### src/rtl/alu_seq_core.sv
// Sequenced ALU core: operands A and B are loaded on successive btn_load presses, then the op runs.
// Define ACC_CHAIN_EN to add the acc_en port, which feeds the result back as the next A operand.
module alu_seq_core #(
    parameter int  WIDTH = 8,
    localparam int SHW   = $clog2(WIDTH)
) (
    input  logic             clk,
    input  logic             rst,
`ifdef ACC_CHAIN_EN
    input  logic             acc_en,
`endif
    input  logic             btn_load,
    input  logic [WIDTH-1:0] sw_data,
    input  logic [2:0]       op,
    input  logic [SHW-1:0]   shamt,
    output logic [WIDTH-1:0] result,
    output logic             zero,
    output logic             carry,
    output logic             overflow,
    output logic             busy,
    output logic             done,
    output logic [2:0]       state_o
);

    typedef enum logic [2:0] {
        S_LOAD_A = 3'd0,
        S_LOAD_B = 3'd1,
        S_EXEC   = 3'd2,
        S_SHIFT  = 3'd3,
        S_DONE   = 3'd4
    } state_e;

    state_e             state_q, state_d;
    logic [WIDTH-1:0]   a_q, a_d, b_q, b_d;
    logic [WIDTH-1:0]   result_q, result_d;
    logic               zero_q, zero_d, carry_q, carry_d, ovf_q, ovf_d;
    logic [WIDTH-1:0]   sh_q, sh_d;
    logic [SHW-1:0]     cnt_q, cnt_d;
    logic [2:0]         sh_op_q, sh_op_d;
    logic               btn_q;
    logic               press;

    logic [WIDTH:0]     add_w, sub_w;
    logic [WIDTH-1:0]   alu_res;
    logic               alu_c, alu_v;
    logic [WIDTH-1:0]   step_val;
    logic               step_out;

    assign press = btn_load & ~btn_q;

    // ADD/SUB at WIDTH+1 bits: the extra bit is carry for ADD and borrow for SUB.
    assign add_w = {1'b0, a_q} + {1'b0, b_q};
    assign sub_w = {1'b0, a_q} - {1'b0, b_q};

    always_comb begin
        alu_res = '0;
        alu_c   = 1'b0;
        alu_v   = 1'b0;
        case (op)
            3'd0: begin
                alu_res = add_w[WIDTH-1:0];
                alu_c   = add_w[WIDTH];
                alu_v   = (a_q[WIDTH-1] == b_q[WIDTH-1]) && (add_w[WIDTH-1] != a_q[WIDTH-1]);
            end
            3'd1: begin
                alu_res = sub_w[WIDTH-1:0];
                alu_c   = sub_w[WIDTH];
                alu_v   = (a_q[WIDTH-1] != b_q[WIDTH-1]) && (sub_w[WIDTH-1] != a_q[WIDTH-1]);
            end
            3'd2: alu_res = a_q & b_q;
            3'd3: alu_res = a_q | b_q;
            3'd4: alu_res = a_q ^ b_q;
            default: ;
        endcase
    end

    // One-bit shift step using the op latched in EXEC, so later op changes cannot disturb it.
    always_comb begin
        case (sh_op_q)
            3'd5: begin
                step_val = {sh_q[WIDTH-2:0], 1'b0};
                step_out = sh_q[WIDTH-1];
            end
            3'd6: begin
                step_val = {1'b0, sh_q[WIDTH-1:1]};
                step_out = sh_q[0];
            end
            default: begin
                step_val = {sh_q[WIDTH-1], sh_q[WIDTH-1:1]};
                step_out = sh_q[0];
            end
        endcase
    end

    always_comb begin
        // NOTE: every next-state signal defaults to its current value first, so no path infers a latch.
        state_d  = state_q;
        a_d      = a_q;
        b_d      = b_q;
        result_d = result_q;
        carry_d  = carry_q;
        ovf_d    = ovf_q;
        sh_d     = sh_q;
        cnt_d    = cnt_q;
        sh_op_d  = sh_op_q;
        case (state_q)
            S_LOAD_A: if (press) begin
                a_d     = sw_data;
                state_d = S_LOAD_B;
            end
            S_LOAD_B: if (press) begin
                b_d     = sw_data;
                state_d = S_EXEC;
            end
            S_EXEC: begin
                if (op < 3'd5) begin
                    result_d = alu_res;
                    carry_d  = alu_c;
                    ovf_d    = alu_v;
                    state_d  = S_DONE;
                end else if (shamt == '0) begin
                    result_d = a_q;
                    carry_d  = 1'b0;
                    ovf_d    = 1'b0;
                    state_d  = S_DONE;
                end else begin
                    sh_d    = a_q;
                    cnt_d   = shamt;
                    sh_op_d = op;
                    state_d = S_SHIFT;
                end
            end
            S_SHIFT: begin
                sh_d  = step_val;
                cnt_d = cnt_q - SHW'(1);
                // Flags are committed only with the final result, so they hold the previous op until then.
                if (cnt_q == SHW'(1)) begin
                    result_d = step_val;
                    carry_d  = step_out;
                    ovf_d    = 1'b0;
                    state_d  = S_DONE;
                end
            end
            S_DONE: begin
                state_d = S_LOAD_A;
`ifdef ACC_CHAIN_EN
                if (acc_en) begin
                    a_d     = result_q;
                    state_d = S_LOAD_B;
                end
`endif
            end
            default: state_d = S_LOAD_A;
        endcase
        zero_d = (result_d == '0);
    end

    // NOTE: non-blocking assignments so every flop samples the pre-edge values of the others.
    always_ff @(posedge clk or posedge rst) begin
        if (rst) begin
            state_q  <= S_LOAD_A;
            a_q      <= '0;
            b_q      <= '0;
            result_q <= '0;
            zero_q   <= 1'b1;
            carry_q  <= 1'b0;
            ovf_q    <= 1'b0;
            sh_q     <= '0;
            cnt_q    <= '0;
            sh_op_q  <= '0;
            btn_q    <= 1'b0;
        end else begin
            state_q  <= state_d;
            a_q      <= a_d;
            b_q      <= b_d;
            result_q <= result_d;
            zero_q   <= zero_d;
            carry_q  <= carry_d;
            ovf_q    <= ovf_d;
            sh_q     <= sh_d;
            cnt_q    <= cnt_d;
            sh_op_q  <= sh_op_d;
            btn_q    <= btn_load;
        end
    end

    assign result   = result_q;
    assign zero     = zero_q;
    assign carry    = carry_q;
    assign overflow = ovf_q;
    assign busy     = (state_q == S_EXEC) || (state_q == S_SHIFT);
    assign done     = (state_q == S_DONE);
    assign state_o  = state_q;

endmodule

### config.mk
export PLATFORM = sky130hd
export DESIGN_NAME = alu_seq_core
export DESIGN_NICKNAME = d
export VERILOG_FILES = /design/src/rtl/alu_seq_core.sv
export SDC_FILE = /design/constraint.sdc
export NUM_CORES = 1
export LEC_CHECK = 0
export CORE_MARGIN = 5
export CORE_UTILIZATION = 40
export DETAILED_ROUTE_END_ITERATION = 12
export GPL_TIMING_DRIVEN = 0
export PLACE_DENSITY_LB_ADDON = 0.05
export RECOVER_POWER = 50
export SLEW_MARGIN = 20
export SYNTH_ARGS = -nofsm -noshare
export SYNTH_HDL_FRONTEND = slang
export SYNTH_SLANG_ARGS = --single-unit
### constraint.sdc
create_clock -name clk -period 5.1 [get_ports clk]
set_input_delay 0.765 -clock clk [delete_from_list [all_inputs] [get_ports clk]]
set_output_delay 0.765 -clock clk [all_outputs]
set_load 0.01 [all_outputs]
==> results.toml <==
[worst_setup_path]
reg2reg_to = "zero"
critPathCaptureType = "flop"
cp_slowest_cell = "nor3_1"
crit_path_cell_trace = "clkdlybuf4s50_1, nor3_1, nor2_1, a21o_1, buf_6, a221o_1, nor2_1, or4b_1, nor4_2"
reg2reg_depth = 10
cp_common_cell = "nor2_1"
arrival_ns = 3.95
crit_family = "simple AND/OR/NAND/NOR gates"
worstSetupPathType = "in -> reg"
required_ns = 5.32
worst_setup_path_start_kind = "primary input"
r2r_start = "a_q[0]"
r2r_setup_slack_ns = 2.04
crit_buf_inv = 2
cp_slowest_stage_delay_ns = 0.92
crit_fanout = 9

[final_layout]
stdcell_count = 525
antenna_cells = 0
layout.nets = 465
seq_area_mm2 = 0.00113
multi_input_area_mm2 = 0.00199
filler_cell_count = 824
postLayoutCoreUtil = 0.474
layout_commonest_cell = "dfrtp_1"
drive_gt1_frac = 0.0786
area_growth_pct = 16.3
mostFrequentLayoutCells = "dfrtp_1, nand2_1, o21ai_0"

[power]
p_leak_nw = 1.70
pwr_density_cell_mw_per_mm2 = 651
vdd_drop_max_v = 0.000272

[synth]
synth_ff_type = "dfrtp_1"
synth-edff-count = 0
avgSynthCellArea_um2 = 8.77
yosysWarnings = 0
async_reset_ff_frac = 1.00
syn-cell-area_mm2 = 0.00333
synth_seq_cells = 45
syn_inst = 380
synth_nets = 426
synth_cell_types = 66
yosysSeqAreaShare = 0.338

[floorplanning]
start_util = 0.408
die_w_um = 101
rows = 33
die_h_um = 101
die-area_mm2 = 0.0103
io-pin-count = 33
core_area_mm2 = 0.00818

[clock_network]
clk_latency_ns = 0.31
max-clock-path-buffers = 2
ctsResizeCount = 0
numCtsBuffers = 5
ctsHoldBuffers = 0
cts_tree = "yes"
cts_root_buf = "clkbuf_8"
cts.sinks = 45
clk_pin_slew_ns = 0.09
postCtsSetupRepairBufs = 0
htree_levels = 2

[place]
place_congestion = 0.882
hpwlAfterDp_um = 7280
place.port_buffers = 31
dp_cells = 517

[route]
drt_drc_violations_left = 0
viasPerCell = 5.56
vias = 2921
drt_first_pass_iters = 4
dr.first_iter.drc_count = 220
wirelength_um = 9190
avgRoutedWirePerCell_um = 17.5
drtAntennaViolNets = 0

[timing]
finalMaxSlewViolations = 32
post-route-period-util = 0.733
setup_tns_ns = 0
setup_violations = 0
fin_worst_skew_ns = 0.0112
rsz0062_at_grt = "false"
final-hold-violation-count = 0
slew_headroom = -0.156
fmax_mhz = 268
fin_crit_ns = 3.74
holdWs_ns = 0.523
worst_slew_pin_slew_ns = 1.73

[global_routing]
grt_pass1_vias = 2991
antenna_found_initial = 0
grt_overflow = 0
grt_max_degree = 32
grt_usage = 0.191
grt_pass1_wl_um = 15500

[flow_run]
maxCapViolCount = 1

[outcome]
outcome = "complete, but fails checks"
failed_checks = "max-capacitance violations, max-slew violations"

[min_path]
worstHoldEndpoint = "sh_q[5]"
worstHoldPathType = "reg -> reg"
whs_path_depth = 2
hold_start = "sh_q[5]"
-- synthesized netlist by cell type, drive strengths merged (3+ instances only) --
| cell type | instances | share of area |
|---|---|---|
| nand3 | 3 | 0.0045 |
| a31oi | 7 | 0.013 |
| a211oi | 5 | 0.011 |
| o21ai | 41 | 0.062 |
| mux2i | 11 | 0.033 |
| a221oi | 4 | 0.011 |
| buf | 5 | 0.0090 |
| inv | 33 | 0.037 |
| nand2 | 41 | 0.046 |
| dfrtp | 44 | 0.33 |
| o21a | 5 | 0.011 |
| o21bai | 3 | 0.0068 |
| a21o | 4 | 0.0090 |
| ha | 27 | 0.10 |
| o211ai | 4 | 0.0090 |
| a221o | 3 | 0.0090 |
| nor2b | 6 | 0.011 |
| nor2 | 20 | 0.023 |
| nand3b | 4 | 0.0090 |
| mux2 | 13 | 0.044 |
| a21oi | 21 | 0.032 |
| nand2b | 3 | 0.0064 |
| clkbuf | 13 | 0.015 |
| nor3 | 8 | 0.015 |
| or3 | 6 | 0.011 |
-- worst max path at each step --
| stage | slack (ns) | depth (start not counted) | to | from |
|---|---|---|---|---|
| 3_5_place_dp | 1.64 | 9 | zero | shamt[0] |
| 4_1_cts | 1.94 | 9 | zero | shamt[0] |
| 5_1_grt | 1.13 | 9 | zero | shamt[0] |
| 3_3_place_gp | 1.62 | 9 | zero | shamt[0] |
| 2_1_floorplan | 2.39 | 7 | zero | op[1] |
| 6_report | 1.36 | 9 | zero | shamt[0] |
-- area by class of cell --
cell class                 instances  share of cell area
buffer                            18              0.0203
clock buffer                       6              0.0187
clock inverter                     2              0.0100
inverter                          34              0.0332
multi-input combinational        283               0.512
sequential                        45               0.291
tap                              105              0.0339
timing repair buffer              32              0.0810
-- worst min-delay path, cell delays in order, from the launching register on --
cell and delay [ns]:
dfrtp_1 0.38, nand2_1 0.05, o21ai_0 0.06
-- where the power goes --
group          leakage [nW]  switching (mW)  total, mW  internal [mW]
sequential            0.548           0.183      0.709          0.526
combinational          1.10           0.863       1.53          0.665
clock                0.0554           0.140      0.288          0.148
-- layer usage --
metal | up-vias | routed length (um) | track usage
li1 | 1439 | - | -
met1 | 1421 | 4560 | 0.272
met2 | 51 | 4150 | 0.307
met3 | 10 | 336 | 0.0248
met4 | 0 | 140 | 0.0470
met5 | - | 0 | 0
-- logic make-up after synthesis --
kind of cell               synth area share
DFF                                   0.338
muxes                                0.0837
adders and majority gates             0.113
buffers and inverters                0.0623
xor gates and xnor gates            0.00788
and+or+nand+nor                       0.161
AOI/OAI and AO/OA                     0.234
-- state kept, by name (all words and copies together) (netlist names), 3 cells and up --
name,count
a_q,8
b_q,8
cnt_q,3
result,8
sh_op_q,3
sh_q,8
state_o,3
-- per-stage QoR --
step / power, mW / setup slack (ns) / cell area (um2)
floorplan: 1.75 / 2.39 / 3330
global placement: 2.22 / 1.62 / 3780
detailed placement: 2.24 / 1.64 / 3800
CTS: 2.53 / 1.94 / 3910
global route: 2.76 / 1.13 / 3880
finish: 2.52 / 1.36 / 3880
Note: power is estimated with default switching activity, not from simulation.
